--- config.mk ---
export PLATFORM = sky130hd
export DESIGN_NAME = serial_add_arbiter_flat
export DESIGN_NICKNAME = d
export VERILOG_FILES = /design/src/rtl/serial_add_arbiter_if.sv /design/src/rtl/serial_add_arbiter.sv /design/src/flat_wrapper.sv
export SDC_FILE = /design/constraint.sdc
export NUM_CORES = 1
export LEC_CHECK = 0
export BUFFER_PORTS_ARGS = -buffer_cell sky130_fd_sc_hd__buf_2
export CORE_MARGIN = 3
export CORE_UTILIZATION = 52
export CTS_BUF_LIST = sky130_fd_sc_hd__clkbuf_16
export CTS_CLUSTER_DIAMETER = 150
export DETAILED_ROUTE_END_ITERATION = 10
export PLACE_DENSITY = 0.81
export SYNTH_ARGS = -nofsm -noshare
export SYNTH_HDL_FRONTEND = slang
export SYNTH_SLANG_ARGS = --single-unit
--- constraint.sdc ---
create_clock -name clk -period 4.1 [get_ports clk]
set_clock_uncertainty 0.1 [all_clocks]
set_input_delay 0 -clock clk [delete_from_list [all_inputs] [get_ports clk]]
set_output_delay 0 -clock clk [all_outputs]
set_load 0.005 [all_outputs]
--- src/rtl/serial_add_arbiter_if.sv ---
// Handshake bundle between the requesters/result consumer and the serial adder arbiter.
// master = requester/consumer side, slave = arbiter side.
interface serial_add_arbiter_if #(
    parameter int NREQ  = 4,
    parameter int WIDTH = 8
);
    localparam int IDW = $clog2(NREQ);

    logic [NREQ-1:0]       req;
    logic [NREQ*WIDTH-1:0] req_a;
    logic [NREQ*WIDTH-1:0] req_b;
    logic [NREQ-1:0]       gnt;
    logic                  busy;
    logic                  res_valid;
    logic                  res_ready;
    logic [WIDTH-1:0]      res_data;
    logic                  res_carry;
    logic [IDW-1:0]        res_id;

    modport master (
        output req, req_a, req_b, res_ready,
        input  gnt, busy, res_valid, res_data, res_carry, res_id
    );

    modport slave (
        input  req, req_a, req_b, res_ready,
        output gnt, busy, res_valid, res_data, res_carry, res_id
    );
endinterface

--- src/rtl/serial_add_arbiter.sv ---
// Round-robin arbiter feeding a bit-serial adder: one winner's operands are
// added LSB first over WIDTH cycles and the sum is held until the consumer takes it.
module serial_add_arbiter #(
    parameter int NREQ  = 4,
    parameter int WIDTH = 8
) (
    input  logic                clk,
    input  logic                rst,
    serial_add_arbiter_if.slave bus
);
    localparam int IDW = $clog2(NREQ);
    localparam int CW  = $clog2(WIDTH);

    localparam logic [1:0] S_IDLE = 2'd0;
    localparam logic [1:0] S_ADD  = 2'd1;
    localparam logic [1:0] S_DONE = 2'd2;

    logic [1:0]       state_reg;
    logic [IDW-1:0]   ptr_reg;
    logic [IDW-1:0]   id_reg;
    logic [CW-1:0]    count_reg;
    logic             carry_reg;
    logic [WIDTH-1:0] a_reg;
    logic [WIDTH-1:0] b_reg;
    logic [WIDTH-1:0] result_reg;
    logic [NREQ-1:0]  gnt_reg;

    // Requests rotated so that position 0 is the requester the pointer favours.
    logic [NREQ-1:0]  req_rot;
    genvar gi;
    generate
        for (gi = 0; gi < NREQ; gi++) begin : g_rot
            logic [IDW-1:0] idx;
            assign idx         = ptr_reg + IDW'(gi);
            assign req_rot[gi] = bus.req[idx];
        end
    endgenerate

    logic             sel_found;
    logic [IDW-1:0]   sel_off;
    logic [IDW-1:0]   sel_id;
    logic [NREQ-1:0]  sel_onehot;

    always_comb begin
        sel_found = 1'b0;
        sel_off   = '0;
        for (int k = NREQ - 1; k >= 0; k--) begin
            if (req_rot[k]) begin
                sel_found = 1'b1;
                sel_off   = IDW'(k);
            end
        end
        sel_id     = ptr_reg + sel_off;
        sel_onehot = {{(NREQ-1){1'b0}}, 1'b1} << sel_id;
    end

    logic sum_bit;
    logic carry_next;
    assign sum_bit    = a_reg[0] ^ b_reg[0] ^ carry_reg;
    assign carry_next = (a_reg[0] & b_reg[0]) | (a_reg[0] & carry_reg) | (b_reg[0] & carry_reg);

    always_ff @(posedge clk or posedge rst) begin
        if (rst) begin
            state_reg  <= S_IDLE;
            ptr_reg    <= '0;
            id_reg     <= '0;
            count_reg  <= '0;
            carry_reg  <= 1'b0;
            a_reg      <= '0;
            b_reg      <= '0;
            result_reg <= '0;
            gnt_reg    <= '0;
        end else begin
            gnt_reg <= '0;
            case (state_reg)
                S_IDLE: begin
                    if (sel_found) begin
                        a_reg      <= bus.req_a[sel_id*WIDTH +: WIDTH];
                        b_reg      <= bus.req_b[sel_id*WIDTH +: WIDTH];
                        carry_reg  <= 1'b0;
                        count_reg  <= '0;
                        result_reg <= '0;
                        id_reg     <= sel_id;
                        ptr_reg    <= sel_id + IDW'(1);
                        gnt_reg    <= sel_onehot;
                        state_reg  <= S_ADD;
                    end
                end
                S_ADD: begin
                    carry_reg  <= carry_next;
                    a_reg      <= a_reg >> 1;
                    b_reg      <= b_reg >> 1;
                    result_reg <= {sum_bit, result_reg[WIDTH-1:1]};
                    if (count_reg == CW'(WIDTH - 1)) begin
                        count_reg <= '0;
                        state_reg <= S_DONE;
                    end else begin
                        count_reg <= count_reg + CW'(1);
                    end
                end
                S_DONE: begin
                    if (bus.res_ready) begin
                        state_reg <= S_IDLE;
                    end
                end
                default: state_reg <= S_IDLE;
            endcase
        end
    end

    assign bus.gnt       = gnt_reg;
    assign bus.busy      = (state_reg != S_IDLE);
    assign bus.res_valid = (state_reg == S_DONE);
    assign bus.res_data  = result_reg;
    assign bus.res_carry = carry_reg;
    assign bus.res_id    = id_reg;
endmodule

--- src/flat_wrapper.sv ---
// flat-port wrapper written by rule: the top's interface ports become plain ports
module serial_add_arbiter_flat 
#(
    parameter int NREQ  = 4,
    parameter int WIDTH = 8
)
  (clk, rst, bus_req, bus_req_a, bus_req_b, bus_res_ready, bus_gnt, bus_busy, bus_res_valid, bus_res_data, bus_res_carry, bus_res_id);
  serial_add_arbiter_if #(.NREQ(NREQ), .WIDTH(WIDTH)) bus_i ();
  input  logic clk;
  input  logic rst;
  input wire logic [$bits(bus_i.req)-1:0] bus_req;
  input wire logic [$bits(bus_i.req_a)-1:0] bus_req_a;
  input wire logic [$bits(bus_i.req_b)-1:0] bus_req_b;
  input wire logic [$bits(bus_i.res_ready)-1:0] bus_res_ready;
  output wire logic [$bits(bus_i.gnt)-1:0] bus_gnt;
  output wire logic [$bits(bus_i.busy)-1:0] bus_busy;
  output wire logic [$bits(bus_i.res_valid)-1:0] bus_res_valid;
  output wire logic [$bits(bus_i.res_data)-1:0] bus_res_data;
  output wire logic [$bits(bus_i.res_carry)-1:0] bus_res_carry;
  output wire logic [$bits(bus_i.res_id)-1:0] bus_res_id;
  assign bus_i.req = bus_req;
  assign bus_i.req_a = bus_req_a;
  assign bus_i.req_b = bus_req_b;
  assign bus_i.res_ready = bus_res_ready;
  assign bus_gnt = bus_i.gnt;
  assign bus_busy = bus_i.busy;
  assign bus_res_valid = bus_i.res_valid;
  assign bus_res_data = bus_i.res_data;
  assign bus_res_carry = bus_i.res_carry;
  assign bus_res_id = bus_i.res_id;
  serial_add_arbiter #(.NREQ(NREQ), .WIDTH(WIDTH)) u_core (.clk(clk), .rst(rst), .bus(bus_i));
endmodule
==> results of run 1 <==
logic make-up (layout without fill, tap and decap cells):
group	after synthesis	in the layout
AOI/OAI and AO/OA	74	74
xor gates and xnor gates	5	5
adders and majority gates	4	4
buffers and inverters	33	111
DFF	38	38
muxes	44	44
and+or+nand+nor	85	85
cell usage in the layout (no fill, tap or decap), types with 3 or more instances in the layout:
cell type and instances:
nand3b_1 7, mux2_4 9, a222oi_1 8, o21ai_0 15, mux2i_1 5, nand2_1 38, a221o_1 5, ha_1 3
a221oi_2 8, nor2_1 7, nor3b_1 8, mux2_2 26, buf_2 87, buf_4 5, a22oi_1 5, nand3_1 6
nor3_1 3, o221ai_1 9, a22o_1 4, mux4_2 3, o211ai_1 5, nand2b_1 5, o21ai_1 5, inv_1 9
nor2b_1 4, dfrtp_1 38, clkbuf_16 5
through the flow:
step                cells  instance area, sq um  setup slack (ns)  hold WS (ns)
global placement      421                  3350             0.865        0.0355
floorplan             283                  2900              1.12        0.0718
global route          431                  3510             0.422        0.0547
CTS                   431                  3510             0.685        0.0270
finish                431                  3510             0.682        0.0277
detailed placement    421                  3350             0.719        0.0364
report_power, final:
group / total, mW / internal [mW] / switching (mW) / leakage [nW]
combinational: 2.03 / 0.999 / 1.03 / 1.02
clock: 0.365 / 0.220 / 0.145 / 0.0724
sequential: 0.674 / 0.539 / 0.135 / 0.485
layer usage:
metal	up-vias	track usage, %	share of wire [%]
met5	-	0	0
met4	0	6.59	1.3
met3	16	3.59	6.7
met2	119	40.4	50
met1	1280	30.1	42
li1	1229	-	-
layout make-up:
type                    count  area, sq um  area share [%]
multi-input cells         212         1790            51.1
flip-flops and latches     38          951            27.1
repair buffers             95          513            14.6
clock buffers               5          125            3.56
well taps                  70         87.6            2.49
inverters                   8         30.0           0.855
clock inverters             3         12.5           0.356
worst register-to-register path, delay by kind of cell (launching register included):
kind	cells	cell delay, ns
xor+xnor	1	0.18
flops	1	0.49
fa+ha+maj	1	0.32
mux	1	0.33
compound gates	4	0.82
simple gates	2	1.06
path summary, 6_finish.rpt:
path / end / slack [ns] / cells after the start
max: u_core.a_reg[7] / 0.68 / 9
min: u_core.a_reg[4] / 0.03 / 3
max reg2reg: u_core.a_reg[7] / 0.68 / 9
min reg2reg: u_core.bus.res_id[0] / 0.38 / 2
max in group asynchronous: u_core.count_reg[2] / 3.27 / 4
min in group asynchronous: u_core.state_reg[1] / 0.28 / 4
timing repair:
item	4_1_cts	5_1_grt
hold endpoints to repair	39	0
buffers inserted	0	0
hold buffers	2	0
==> flow_summary_export.csv, run 1 <==
group,metric,value,unit
status,status,"finished, final reports clean",
sta,max_slew_margin,49.2,%
place,dp_hpwl,5340,um
route,drt_wl_total,7370,um
synth,synthArstFlopShare,100,%
synth,synth_commonest_cells,"38 x dfrtp_1, 38 x nand2_1, 26 x mux2_2",
grt,grt_pass1_vias,2521,
sta,worstMarginPinSlew,0.761,ns
synth,synth_xor_area_share,2.63,%
synth,synth_top_area_share,32.8,%
critical_path,critPathTopFamily,"simple AND/OR/NAND/NOR gates",
critical_path,cp-start-kind,"flip-flop",
synth,yosys.area_share.simple,15.3,%
cells_and_area,nets,435,
clock_network,insertion_delay,0.28,ns
floorplanning,rows,26,
floorplanning,core,5240,sq um
cells_and_area,layout-area-overhead-vs-synth,21.0,%
grt,grt_overflow,0,
sta,fin_crit_sh,83.4,%
clock_network,cts_tree,"done",
pwr,power_density,873,nW/um^2
synth,synth-compound-area-share,22.2,%
cells_and_area,antenna_cells,0,
cells_and_area,final_util,67.1,%
route,drt-initial-drc-count,268,
critical_path,crit_arrival,3.49,ns
synth,ys.flop_type,"dfrtp_1",
floorplanning,die_area,6510,sq um
clock_network,cts_root_buf,"clkbuf_16",
clock_network,cts_max_level,2,
grt,grt_antenna_before_repair,0,
critical_path,setup.worst_path.start,"u_core.ptr_reg[0]",
sta,max_freq,293,MHz
pwr,power_leakage,1.58,nW
sta,finalMaxSlewViolations,0,
synth,mappedNetlistArea,2900,sq um
critical_path,critPathMaxFanout,15,
critical_path,rr_startpoint,"u_core.ptr_reg[0]",
place,io_buffer_count,87,
critical_path,path_cells,"o311ai_0 > o21ai_0 > o221ai_1 > ha_1 > and2_1 > or2_2 > xnor2_4 > mux4_2 > a22o_1",
worst_hold_path,hold_path.class,"in -> reg",
route,viasPerCell,6.13,
critical_path,cp.required,4.17,ns
pwr,ir_drop,0.512,mV
floorplanning,die-width,80.7,um
cells_and_area,fillers,426,
place,gp_congestion,0.872,
synth,yosysSeqAreaShare,32.8,%
synth,synth_edf_count,0,
floorplanning,fp.dieH,80.7,um
floorplanning,start_util,55.4,%
grt,grt_start_max_net_pins,39,
critical_path,end_kind,"flip-flop",
grt,grt.total_usage,23.3,%
clock_network,cts.clk_slew.worst_paths,0.06,ns
route,ant_nets,0,
synth,yosys.area_share.adder,1.98,%
route,dr_total_vias,2644,
cells_and_area,layout-drive-gt1-share,42.1,%
sta,finalSetupTns,0,ns
sta,period_needed,3.42,ns
run,maxCapViolations,0,
synth,syn_nets,358,
clock_network,clock_sinks,38,
synth,yosysWarnings,0,
synth,synthCells,283,
route,routedWlPerCell,17.1,um
synth,synth_top_area_cell,"dfrtp_1",
critical_path,path_class,"reg -> reg",
critical_path,slowest_stage,"and2_1",
grt,grt_first_pass_wirelength,12000,um
synth,synthMuxAreaShare,19.6,%
floorplanning,pin_count,88,
synth,synth_top_family_by_area,"compound AO/OA/AOI/OAI gates",
sta,setup_viol,0,
sta,rsz0062_at_grt,"no",
synth,ys_types,52,
synth,synthTopCellsByArea,"dfrtp_1 33%, mux2_2 10%, nand2_1 4.9%",
synth,synth.avg_cell_area,10.3,sq um
route,drc,0,
critical_path,cpPeakStageDelay,0.67,ns
worst_hold_path,worstHoldStart,"bus_req_a[20]",
critical_path,cp_num_buf_inv,0,
route,firstDrtPassIters,5,
clock_network,cts_made_buffers,5,
synth,synth-seq-cells,38,
clock_network,clockBufferDepth,2,
clock_network,cts_resized,0,
sta,final_hold_viol_count,0,
pwr,totalPowerFinal,3.07,mW
Power figures use the tool's default switching activity.
==> inputs of run 2 (changes only) <==
- clock period: 4.1 -> 3.4 ns (I/O delays scaled with it)
==> run 2 against run 1 <==
  * Hold slack worse by 0.0047 ns
  * Non-clock buffer count up 3
  * Final cell count up 0.70%
  * Total power up 23%
  * Core utilization up 0.98 points
  * Setup slack worse by 0.28 ns
  * Routed wire length down 1.9%
  * Register-to-register slack worse by 0.28 ns
  * Critical path depth unchanged
==> flow_summary_export.csv, run 2 (synthesized netlist as in run 1, its figures left out) <==
group,metric,value,unit
status,status,"finished, final reports clean",
clock_network,cts_made_buffers,5,
route,ant_nets,0,
pwr,combPwrFrac,65.3,%
pwr,internal_power,2.21,mW
floorplanning,fp.dieH,80.7,um
place,io_buffer_count,87,
floorplanning,core,5240,sq um
critical_path,path_class,"reg -> reg",
clock_network,cts_tree,"done",
route,firstDrtPassIters,5,
route,dr_total_vias,2572,
cells_and_area,fin_cells,434,
clock_network,clock_sinks,38,
sta,rsz0062_at_grt,"no",
clock_network,cts_root_buf,"clkbuf_16",
place,placed_cells_incl_taps,424,
pwr,switching_share,41.4,%
floorplanning,die_area,6510,sq um
route,drt-initial-drc-count,243,
pwr,power_leakage,1.61,nW
cells_and_area,layout_common_cells,"87 x buf_2, 38 x nand2_1, 38 x dfrtp_1, 26 x mux2_2, 15 x o21ai_0",
critical_path,slowest_stage,"dfrtp_1",
grt,grt_pass1_vias,2502,
run,maxCapViolations,0,
critical_path,path_cells,"o311ai_0 > o21ai_0 > o221ai_1 > ha_1 > nor2_1 > or2_2 > xnor2_4 > mux4_2 > a22o_1",
sta,max_slew_margin,31.2,%
grt,grt_first_pass_wirelength,11800,um
route,drc,0,
pwr,p_seq_share,20.9,%
route,routedWlPerCell,16.7,um
sta,setup_viol,0,
cells_and_area,layout-drive-gt1-share,42.9,%
clock_network,cts_max_level,2,
floorplanning,rows,26,
critical_path,cp-start-kind,"flip-flop",
grt,grt_start_max_net_pins,34,
cells_and_area,fillers,399,
sta,final_hold_viol_count,0,
pwr,p_switching,1.56,mW
floorplanning,start_util,55.4,%
worst_hold_path,hold_path.class,"in -> reg",
grt,grt_overflow,0,
clock_network,insertion_delay,0.28,ns
sta,max_freq,334,MHz
route,viasPerCell,5.93,
clock_network,hold_buffers,2,
sta,worstMarginPinSlew,1.03,ns
sta,finalMaxSlewViolations,0,
sta,finalSetupTns,0,ns
clock_network,postCtsSetupBuffers,0,
critical_path,crit_arrival,3.06,ns
sta,period_needed,3.00,ns
clock_network,cts.clk_slew.worst_paths,0.06,ns
cells_and_area,layout-area-overhead-vs-synth,22.8,%
grt,grt_antenna_before_repair,0,
cells_and_area,layout_commonest_cell,"buf_2",
critical_path,critPathMaxFanout,12,
place,gp_congestion,0.874,
pwr,power_density,1060,nW/um^2
critical_path,end_kind,"flip-flop",
critical_path,cp.required,3.46,ns
route,drt_wl_total,7240,um
pwr,p_clk_share,13.8,%
pwr,ir_drop,0.656,mV
clock_network,cts_resized,0,
floorplanning,pin_count,88,
floorplanning,die-width,80.7,um
place,dp_hpwl,5240,um
sta,fin_crit_sh,88.2,%
cells_and_area,antenna_cells,0,
clock_network,clockBufferDepth,2,
critical_path,cpPeakStageDelay,0.49,ns
grt,grt.total_usage,23.0,%
cells_and_area,nets,438,
-- run 2: power groups by stage --
stage	Combinational (mW)	Sequential [mW]	Clock (mW)
after global routing	2.70	0.817	0.541
final	2.47	0.790	0.520
after global placement	2.38	0.787	0
after CTS	2.47	0.787	0.525
after floorplan	1.99	0.753	0
after detailed placement	2.45	0.792	0
-- run 2: through the flow --
| stage | hold slack (ns) | util, % | instance area [sq um] | total power [mW] | setup WS [ns] |
|---|---|---|---|---|---|
| 2_1_floorplan | 0.0718 | - | 2900 | 2.74 | 0.416 |
| 3_3_place_gp | 0.185 | 64.5 | 3380 | 3.17 | 0.494 |
| 3_5_place_dp | 0.176 | 64.5 | 3380 | 3.24 | 0.433 |
| 4_1_cts | 0.0240 | 68.0 | 3560 | 3.78 | 0.403 |
| 5_1_grt | 0.0509 | 68.0 | 3560 | 4.06 | 0.183 |
| 6_report | 0.0230 | 68.0 | 3560 | 3.78 | 0.402 |
-- run 2: critical path: cells and delay by family (launching register included) --
kind	cells	cell delay, ns
multiplexers	1	0.33
adder cells (fa/ha/maj)	1	0.30
AO/OA/AOI/OAI	4	0.79
flip-flops	1	0.49
AND/OR/NAND/NOR	2	0.61
XOR/XNOR	1	0.26
-- run 2: final cells by class --
type | count | area (sq um) | share of cell area (%)
Multi-Input combinational cell | 212 | 1790 | 50.3
Sequential cell | 38 | 951 | 26.7
Timing Repair Buffer | 98 | 536 | 15.0
Clock buffer | 5 | 125 | 3.51
Tap cell | 70 | 87.6 | 2.46
Clock inverter | 3 | 41.3 | 1.16
Inverter | 8 | 30.0 | 0.843
-- run 2: final timing paths --
check                                     startpoint                endpoint  slack (ns)  cells after the start
worst max-delay path               u_core.ptr_reg[0]         u_core.b_reg[7]        0.40                      9
worst min-delay path                   bus_req_a[28]         u_core.a_reg[4]        0.02                      3
worst max register to register     u_core.ptr_reg[0]         u_core.b_reg[7]        0.40                      9
worst min register to register  u_core.bus.res_id[0]    u_core.bus.res_id[0]        0.38                      2
max in group asynchronous                        rst         u_core.b_reg[4]        2.03                      4
min in group asynchronous                        rst  u_core.bus.res_data[0]        0.42                      3
-- run 2: layer usage --
layer | routed length (um) | GRT usage (%)
met3 | 528 | 4.15
met1 | 3090 | 30.7
met2 | 3550 | 38.7
met4 | 69 | 5.24
met5 | 0 | 0
==> inputs of run 3 (changes only) <==
- BUFFER_PORTS_ARGS: -buffer_cell sky130_fd_sc_hd__buf_2 -> -buffer_cell sky130_fd_sc_hd__clkbuf_2
==> run 3 against run 2 <==
  * Sequential share of layout area increased by 0.27 points
  * Die area unchanged
  * Flip-flop and latch count did not move
  * Total power is 2.5% lower
  * Fmax rose by 0.29%
  * Clock power fell by 17%
  * Combinational power hardly changed
  * Largest cell class unchanged
  * Sequential power up 0.8%
  * Setup slack better by 0.0087 ns
  * Via count rose by 1.5%
  * Routed wire length increased by 0.59%
  * Final cell count did not move
==> flow_summary_export.csv, run 3 (synthesized netlist as in run 1, its figures left out) <==
group,metric,value,unit
status,status,"finished, final reports clean",
grt,grt_pass1_vias,2450,
floorplanning,fp.dieH,80.7,um
critical_path,path_class,"reg -> reg",
floorplanning,die-width,80.7,um
critical_path,cp-start-kind,"flip-flop",
critical_path,rr_startpoint,"u_core.ptr_reg[0]",
clock_network,cts_resized,0,
worst_hold_path,worstHoldStart,"bus_req_a[21]",
cells_and_area,antenna_cells,0,
sta,finalMaxSlewViolations,0,
critical_path,end_kind,"flip-flop",
cells_and_area,layout-drive-gt1-share,43.1,%
route,drt_wl_total,7280,um
sta,worstMarginPinSlew,0.754,ns
run,maxCapViolations,0,
grt,grt_overflow,0,
floorplanning,rows,26,
worst_hold_path,hold_path.class,"in -> reg",
clock_network,cts.clk_slew.worst_paths,0.06,ns
critical_path,rr_worst_depth,9,
sta,setup_viol,0,
critical_path,critPathMaxFanout,12,
grt,grt_first_pass_wirelength,11700,um
critical_path,worstReg2RegEnd,"u_core.b_reg[7]",
sta,final_hold_viol_count,0,
sta,finalSetupTns,0,ns
cells_and_area,nets,439,
sta,fin_hold_ws,0.0286,ns
route,drt-initial-drc-count,243,
route,drc,0,
pwr,power_leakage,1.60,nW
route,firstDrtPassIters,7,
sta,max_freq,335,MHz
sta,max_slew_margin,49.7,%
clock_network,cts_tree,"done",
floorplanning,core,5240,sq um
cells_and_area,layout-area-overhead-vs-synth,21.5,%
clock_network,clockBufferDepth,2,
floorplanning,start_util,55.4,%
clock_network,cts_root_buf,"clkbuf_16",
grt,grt_antenna_before_repair,0,
clock_network,cts_made_buffers,5,
route,routedWlPerCell,16.8,um
grt,grt_start_max_net_pins,29,
clock_network,insertion_delay,0.28,ns
critical_path,regToRegSetupSlack,0.41,ns
worst_hold_path,min_path_cells,3,
clock_network,cts_max_level,2,
critical_path,crit_arrival,3.05,ns
sta,fin_crit_sh,87.9,%
cells_and_area,final_util,67.3,%
place,gp_congestion,0.848,
critical_path,setup.worst_path.start,"u_core.ptr_reg[0]",
sta,rsz0062_at_grt,"no",
pwr,power_density,1040,nW/um^2
route,viasPerCell,6.02,
pwr,ir_drop,0.610,mV
critical_path,cp.required,3.46,ns
worst_hold_path,holdPathEnd,"u_core.a_reg[5]",
route,dr_total_vias,2611,
sta,period_needed,2.99,ns
cells_and_area,layout_commonest_cell,"clkbuf_2",
grt,grt.total_usage,22.9,%
cells_and_area,layout_common_cells,"87 x clkbuf_2, 38 x nand2_1, 38 x dfrtp_1, 26 x mux2_2, 15 x o21ai_0",
place,dp_hpwl,5330,um
route,ant_nets,0,
floorplanning,pin_count,88,
place,io_buffer_count,87,
floorplanning,die_area,6510,sq um
clock_network,clock_sinks,38,
[run 3: cell type report]
type                            count  area (sq um)
Multi-Input combinational cell    212          1790
Fill cell                         411          1710
Sequential cell                    38           951
Timing Repair Buffer               99           531
Clock buffer                        5           125
Tap cell                           70          87.6
Inverter                            8          30.0
Clock inverter                      2          10.0
[run 3: worst max path at each step]
stage | end
after floorplan | u_core.a_reg[3]
after global placement | u_core.a_reg[7]
after detailed placement | u_core.b_reg[7]
after CTS | u_core.a_reg[1]
after global routing | u_core.a_reg[3]
final | u_core.b_reg[7]
[run 3: timing repair]
item / CTS / global route
hold buffers: 2 / 0
setup buffers: 0 / 0
endpoints found under the hold margin: 11 / 0
[run 3: worst max-delay path, cell delays in order (launching register included)]
cell      delay, ns
dfrtp_1        0.48
o311ai_0       0.34
o21ai_0        0.13
o221ai_1       0.09
ha_1           0.31
nor2_1         0.17
or2_2          0.45
xnor2_4        0.26
mux4_2         0.33
a22o_1         0.21
[run 3: per-layer routing]
layer | vias up | GRT usage (%) | part of all wire (%)
met1 | 1247 | 30.7 | 41
met2 | 122 | 38.7 | 51
li1 | 1232 | - | -
met4 | 0 | 6.25 | 0.95
met5 | - | 0 | 0
met3 | 10 | 3.36 | 7.6
[run 3: where the power goes]
part	leakage (nW)	switching, mW	internal [mW]	total (mW)
Combinational	1.05	1.26	1.20	2.46
Clock	0.0694	0.164	0.264	0.429
Sequential	0.485	0.146	0.650	0.796
Total	1.60	1.57	2.11	3.68
[run 3: per-stage QoR]
step	std cells	area, sq um	setup slack (ns)	power (mW)
5_1_grt	434	3530	0.206	3.95
4_1_cts	434	3530	0.402	3.68
2_1_floorplan	283	2900	0.416	2.74
3_5_place_dp	425	3370	0.426	3.23
3_3_place_gp	425	3370	0.516	3.14
6_report	434	3530	0.411	3.68
